[src/rtl/lcd_pkg.sv]
// Shared types and constants for the DE2 character-LCD write controller.
package lcd_pkg;

  typedef enum logic [2:0] {
    PWRUP = 3'd0,
    LOAD  = 3'd1,
    IDLE  = 3'd2,
    SETUP = 3'd3,
    PULSE = 3'd4,
    HOLD  = 3'd5,
    WAIT  = 3'd6
  } lcd_state_t;

  // Function set 8-bit/2-line, display on, clear, entry mode increment
  localparam logic [7:0] LCD_INIT [4] = '{8'h38, 8'h0C, 8'h01, 8'h06};

  localparam int ST_BUSY = 0;
  localparam int ST_INIT = 1;
  localparam int ST_OVF  = 2;
  localparam int ST_PEND = 3;

  localparam int IO_ON      = 31;
  localparam int IO_OVF_CLR = 11;
  localparam int IO_REQ     = 10;
  localparam int IO_RS      = 9;
  localparam int IO_DATA_HI = 7;
  localparam int IO_DATA_LO = 0;

  function automatic int max2(input int a, input int b);
    return (a > b) ? a : b;
  endfunction

  // Clear and return-home commands need the long post-write wait
  function automatic logic is_slow_cmd(input logic rs, input logic [7:0] data);
    return (rs == 1'b0) && ((data == 8'h01) || (data == 8'h02) || (data == 8'h03));
  endfunction

endpackage

[src/rtl/lcd_ctrl.sv]
// HD44780 8-bit write controller: power-up init sequence, then software
// requests via a toggle handshake with a one-deep pending slot.
module lcd_ctrl import lcd_pkg::*; #(
  parameter int T_POWERUP = 750000,
  parameter int T_SETUP   = 2,
  parameter int T_EN      = 12,
  parameter int T_HOLD    = 2,
  parameter int T_CMD     = 2000,
  parameter int T_CLEAR   = 82000
) (
  input  logic        clk,
  input  logic        rst,
  input  logic [31:0] io_lcd,
  output logic        lcd_on,
  output logic        lcd_en,
  output logic        lcd_rs,
  output logic        lcd_rw,
  output logic [7:0]  lcd_data,
  output logic [31:0] lcd_status
);

  localparam int T_MAX = max2(max2(max2(T_POWERUP, T_SETUP), max2(T_EN, T_HOLD)),
                              max2(T_CMD, T_CLEAR));
  localparam int CW = (T_MAX > 2) ? $clog2(T_MAX) : 1;

  lcd_state_t    state_r, state_n;
  logic [CW-1:0] cnt_r, cnt_n;
  logic          tog_r;
  logic          pending_r, pend_rs_r;
  logic [7:0]    pend_data_r;
  logic          overflow_r, init_done_r, busy_r;
  logic [1:0]    init_idx_r;
  logic          lcd_en_r, lcd_rs_r, lcd_on_r;
  logic [7:0]    lcd_data_r;

  logic          req_s, capture_s, ovf_set_s, cnt_zero_s;
  logic          send_s, consume_s, init_step_s, send_rs_s;
  logic [7:0]    send_data_s;
  logic          unused_s;

  assign unused_s   = ^{io_lcd[30:12], io_lcd[8]};
  assign cnt_zero_s = (cnt_r == {CW{1'b0}});

  // Request edge detect and pending-slot arbitration
  always_comb begin
    req_s     = io_lcd[IO_REQ] ^ tog_r;
    capture_s = req_s & (~pending_r | consume_s);
    ovf_set_s = req_s & pending_r & ~consume_s;
  end

  // Next-state, counter reload and transfer selection
  always_comb begin
    state_n     = state_r;
    cnt_n       = cnt_zero_s ? cnt_r : (cnt_r - CW'(1));
    send_s      = 1'b0;
    consume_s   = 1'b0;
    init_step_s = 1'b0;
    send_rs_s   = 1'b0;
    send_data_s = 8'h00;
    case (state_r)
      PWRUP: begin
        if (cnt_zero_s) state_n = LOAD;
        else            state_n = PWRUP;
      end
      LOAD: begin
        if (!init_done_r) begin
          send_s      = 1'b1;
          send_rs_s   = 1'b0;
          send_data_s = LCD_INIT[init_idx_r];
        end else if (pending_r) begin
          send_s      = 1'b1;
          consume_s   = 1'b1;
          send_rs_s   = pend_rs_r;
          send_data_s = pend_data_r;
        end else begin
          state_n = IDLE;
        end
        if (send_s) begin
          state_n = SETUP;
          cnt_n   = CW'(T_SETUP - 1);
        end else begin
          cnt_n = cnt_r;
        end
      end
      IDLE: begin
        if (pending_r) state_n = LOAD;
        else           state_n = IDLE;
      end
      SETUP: begin
        if (cnt_zero_s) begin
          state_n = PULSE;
          cnt_n   = CW'(T_EN - 1);
        end else begin
          state_n = SETUP;
        end
      end
      PULSE: begin
        if (cnt_zero_s) begin
          state_n = HOLD;
          cnt_n   = CW'(T_HOLD - 1);
        end else begin
          state_n = PULSE;
        end
      end
      HOLD: begin
        if (cnt_zero_s) begin
          state_n = WAIT;
          cnt_n   = is_slow_cmd(lcd_rs_r, lcd_data_r) ? CW'(T_CLEAR - 1) : CW'(T_CMD - 1);
        end else begin
          state_n = HOLD;
        end
      end
      WAIT: begin
        if (cnt_zero_s) begin
          state_n     = LOAD;
          init_step_s = ~init_done_r;
        end else begin
          state_n = WAIT;
        end
      end
      default: begin
        state_n = PWRUP;
        cnt_n   = CW'(T_POWERUP - 1);
      end
    endcase
  end

  // FSM, counter, init progress and registered LCD pins
  always_ff @(posedge clk) begin
    tog_r <= io_lcd[IO_REQ];
    if (rst) begin
      state_r     <= PWRUP;
      cnt_r       <= CW'(T_POWERUP - 1);
      init_done_r <= 1'b0;
      init_idx_r  <= 2'd0;
      busy_r      <= 1'b1;
      lcd_en_r    <= 1'b0;
      lcd_rs_r    <= 1'b0;
      lcd_data_r  <= 8'h00;
      lcd_on_r    <= 1'b0;
    end else begin
      state_r  <= state_n;
      cnt_r    <= cnt_n;
      busy_r   <= (state_n != IDLE);
      lcd_en_r <= (state_n == PULSE);
      lcd_on_r <= io_lcd[IO_ON];
      if (send_s) begin
        lcd_rs_r   <= send_rs_s;
        lcd_data_r <= send_data_s;
      end
      if (init_step_s) begin
        if (init_idx_r == 2'd3) init_done_r <= 1'b1;
        else                    init_idx_r  <= init_idx_r + 2'd1;
      end
    end
  end

  // One-deep pending buffer and sticky overflow (set beats clear)
  always_ff @(posedge clk) begin
    if (rst) begin
      pending_r   <= 1'b0;
      pend_rs_r   <= 1'b0;
      pend_data_r <= 8'h00;
      overflow_r  <= 1'b0;
    end else begin
      if (capture_s) begin
        pending_r   <= 1'b1;
        pend_rs_r   <= io_lcd[IO_RS];
        pend_data_r <= io_lcd[IO_DATA_HI:IO_DATA_LO];
      end else if (consume_s) begin
        pending_r <= 1'b0;
      end
      if (ovf_set_s)               overflow_r <= 1'b1;
      else if (io_lcd[IO_OVF_CLR]) overflow_r <= 1'b0;
    end
  end

  // Status word assembled from flops only
  always_comb begin
    lcd_status          = 32'd0;
    lcd_status[ST_BUSY] = busy_r;
    lcd_status[ST_INIT] = init_done_r;
    lcd_status[ST_OVF]  = overflow_r;
    lcd_status[ST_PEND] = pending_r;
  end

  assign lcd_on   = lcd_on_r;
  assign lcd_en   = lcd_en_r;
  assign lcd_rs   = lcd_rs_r;
  assign lcd_rw   = 1'b0;
  assign lcd_data = lcd_data_r;

endmodule

[config.mk]
export PLATFORM = sky130hd
export DESIGN_NAME = lcd_ctrl
export DESIGN_NICKNAME = d
export VERILOG_FILES = /design/src/rtl/lcd_pkg.sv /design/src/rtl/lcd_ctrl.sv
export SDC_FILE = /design/constraint.sdc
export NUM_CORES = 1
export LEC_CHECK = 0
export CAP_MARGIN = 25
export CELL_PAD_IN_SITES_DETAIL_PLACEMENT = 0
export CELL_PAD_IN_SITES_GLOBAL_PLACEMENT = 1
export CORE_ASPECT_RATIO = 1.25
export CORE_MARGIN = 10
export CORE_UTILIZATION = 35
export CTS_CLUSTER_SIZE = 12
export DETAILED_ROUTE_END_ITERATION = 8
export DONT_BUFFER_PORTS = 1
export GPL_TIMING_DRIVEN = 0
export PLACE_DENSITY = 0.69
export SLEW_MARGIN = 20
export SYNTH_ARGS = -nofsm -noshare
export SYNTH_HDL_FRONTEND = slang
export SYNTH_SLANG_ARGS = --single-unit
export TNS_END_PERCENT = 1
[constraint.sdc]
create_clock -name clk -period 3.6 [get_ports clk]
set_input_delay 0.36 -clock clk [delete_from_list [all_inputs] [get_ports clk]]
set_output_delay 0.36 -clock clk [all_outputs]
set_load 0.05 [all_outputs]
==> impl_metrics.toml <==
[setup_path]
rr_worst_depth = 8
critical_path_arrival_ns = 2.76
path_class = "reg2reg"
worstReg2RegEnd = "cnt_r[0]"
worstPathRequired_ns = 3.80
r2r_setup_slack_ns = 1.03
critPathCaptureType = "register"
critical_path.reg2reg.startpoint = "cnt_r[1]"
crit_path_max_fanout = 4
worstSetupStartpointType = "register"

[clock_tree]
worstSkewPairLatency_ns = 0.33
maximum_number_of_buffers_from_clock_root_to_sink = 2
worst_setup_hold_path_clk_slew_ns = 0.11
clock_tree_from_tritoncts = "done"
cts-buffers-inserted = 5
cts_hold_repair.buffers = 0
cts_max_level = 2
post_cts_buffers = 0
cts_root_buf = "sky130_fd_sc_hd__clkbuf_8"
post_cts_resized = 0
cts.sink_count = 50

[yosys]
yosys-top-cells-area = "sky130_fd_sc_hd__dfxtp_1 31%, sky130_fd_sc_hd__buf_4 8.0%, sky130_fd_sc_hd__nor2_1 4.8%"
synth_most_common_cell = "sky130_fd_sc_hd__dfxtp_1"
mapped_cells = 395
synth_commonest_cells = "50 x sky130_fd_sc_hd__dfxtp_1, 41 x sky130_fd_sc_hd__nor2_1, 34 x sky130_fd_sc_hd__buf_4"
ys_warn_count = 0
syn_area_per_cell_um2 = 8.081
syn-cell-area_um2 = 3192
synth_largest_type_area_fraction = 0.3136
yosysUniqueCellTypes = 67
post-synth-top-area-cell = "sky130_fd_sc_hd__dfxtp_1"
synth_enable_flop_cells = 0
async_reset_ff_frac = 0
ys.flop_type = "sky130_fd_sc_hd__dfxtp_1"
postSynthRegisterBits = 50
synth-seq-area-share = 0.3136

[power_and_ir_drop]
power.ir.vdd_worst_mv = 0.2917
p_leak_nw = 1.351
pwr_density_cell_nw_per_um2 = 346.7

[cells_and_area]
antennaDiodeCount = 0
post_layout_util = 0.4027
areaGrowthSynthToFinish_pct = 10.98
design.final.nets = 470
drive_gt1_frac = 0.1601
final_non_filler_cell_total = 551

[sta]
report.final.slew_viol_count = 0
final_worst_setup_slack_ns = 1.030
timing.setup.tns_ns = 0
achievable-frequency_ghz = 0.3892
final_min_period_over_clock_period = 0.7138
slew_headroom = 0.3786
worstMarginPinSlew_ns = 0.9321
rsz0062_at_grt = "no"
skew_ns = 0.01361
fin_crit_ns = 2.570
number_of_setup_violations_in_the_final_report = 0
finalHoldViolations = 0

[routing]
drt-wirelength-per-cell_um = 16.64
detailedRoute.firstPassIterationCount = 5
num_vias = 2936
drt_first_iter_violations = 190
route.antenna.remaining_nets = 0
finalWirelength_mm = 9.169
vias_per_cell = 5.328
drcViolationCount = 0

[min_path]
hp-class = "in2reg"
holdPathStages = 0
worst_hold_startpoint = "io_lcd[10]"
worst_hold_path.endpoint = "tog_r"

[die]
die_height_um = 126.8
fp.coreArea_um2 = 8796
num_rows = 38
die_outline_area_um2 = 13360
initial_utilization = 0.3629
die_width_um = 105.4
io_pins = 78

[outcome]
run_status = "finished clean"

[place]
detailedPlace.worstSlack_ns = 1.114
dp.cells = 543
gp_congestion = 0.8562
numPortBuffers = 0
post-dp-hpwl_mm = 6.989

[global_routing]
grt_overflow_total = 0
pin_count_of_the_biggest_net_entering_global_routing = 19
globalRouteTotalUtil = 0.1325
grt_first_pass_wirelength_mm = 14.59
grt_antenna_before_repair = 0
first_global_vias = 2739

[job]
drv_cap = 0
-- sequential cells by signal, indices dropped and copies added (netlist names), 2 cells and up --
register	cells
pend_data_r	8
lcd_data	8
cnt_r	20
state_r	3
init_idx_r	2
-- metal layers --
| layer | GRT usage | wire, um | up-vias |
|---|---|---|---|
| li1 | - | - | 1458 |
| met1 | 0.1458 | 3638 | 1344 |
| met2 | 0.2318 | 4588 | 117 |
| met3 | 0.04357 | 751 | 17 |
| met4 | 0.04773 | 191 | 0 |
| met5 | 0 | 0 | - |
-- worst max-delay path by stage --
stage | from | end | slack (ns) | depth (start not counted)
3_5_place_dp | cnt_r[1] | cnt_r[0] | 1.11 | 8
3_3_place_gp | cnt_r[1] | cnt_r[0] | 1.13 | 8
2_1_floorplan | cnt_r[1] | cnt_r[0] | 1.47 | 8
4_1_cts | cnt_r[1] | cnt_r[0] | 1.09 | 8
6_report | cnt_r[1] | cnt_r[0] | 1.03 | 8
5_1_grt | cnt_r[1] | cnt_r[0] | 0.86 | 8
-- where the power goes --
part / total (mW) / switching (mW) / internal [mW]
registers: 0.622 / 0.0420 / 0.580
clock network: 0.367 / 0.224 / 0.144
logic: 0.239 / 0.160 / 0.0789
-- metrics by stage --
step | cell area [um2] | hold WS, ns | total power, mW
floorplan | 3297 | 0.3877 | 0.8351
global route | 3542 | 0.03186 | 1.289
detailed placement | 3447 | 0.3879 | 0.8711
CTS | 3542 | 0.03872 | 1.240
global placement | 3447 | 0.3879 | 0.8691
finish | 3542 | 0.04684 | 1.228
-- cells in the final DEF (no fill, tap or decap), types with 4 or more instances in the layout --
master	synthesis	routed
sky130_fd_sc_hd__a31oi_1	8	8
sky130_fd_sc_hd__o22ai_1	7	7
sky130_fd_sc_hd__a211oi_1	4	4
sky130_fd_sc_hd__inv_1	16	16
sky130_fd_sc_hd__mux2i_1	10	10
sky130_fd_sc_hd__o31a_1	5	5
sky130_fd_sc_hd__nand2_1	25	25
sky130_fd_sc_hd__nand3_1	10	10
sky130_fd_sc_hd__ha_1	6	6
sky130_fd_sc_hd__nor3_1	10	10
sky130_fd_sc_hd__or3_1	7	7
sky130_fd_sc_hd__nor4_1	11	11
sky130_fd_sc_hd__a21oi_1	21	21
sky130_fd_sc_hd__nor2_1	41	41
sky130_fd_sc_hd__nor3_2	4	4
sky130_fd_sc_hd__o211ai_1	7	7
sky130_fd_sc_hd__clkbuf_8	0	5
sky130_fd_sc_hd__o21ai_0	27	27
sky130_fd_sc_hd__nor2b_1	6	6
sky130_fd_sc_hd__conb_1	1	29
sky130_fd_sc_hd__buf_4	34	34
sky130_fd_sc_hd__dfxtp_1	50	50
sky130_fd_sc_hd__clkbuf_1	11	11
-- critical path: stages, from the launching register on --
cell                      delay (ns)
sky130_fd_sc_hd__dfxtp_1        0.35
sky130_fd_sc_hd__inv_1          0.12
sky130_fd_sc_hd__ha_1           0.22
sky130_fd_sc_hd__nor4b_1        0.37
sky130_fd_sc_hd__nand3_1        0.27
sky130_fd_sc_hd__or4_1          0.57
sky130_fd_sc_hd__ha_1           0.29
sky130_fd_sc_hd__nor3_1         0.16
sky130_fd_sc_hd__o21ai_0        0.10
-- cell type report --
| cell class | instances | area (um2) |
|---|---|---|
| clock buffer | 5 | 68.82 |
| buffer | 52 | 335.3 |
| fill | 921 | 5254 |
| multi-input combinational | 305 | 1901 |
| clock inverter | 3 | 26.28 |
| tap | 120 | 150.1 |
| inverter | 16 | 60.06 |
| sequential | 50 | 1001 |
-- kinds of logic after synthesis --
logic type,share of synthesized area
AND/OR/NAND/NOR,0.2842
AO/OA/AOI/OAI,0.2133
buffers and inverters,0.1239
flip-flops,0.3136
multiplexers,0.03489
adder cells (fa/ha/maj),0.02352
XOR/XNOR,0.005489
other,0.001175
Power figures use the tool's default switching activity.
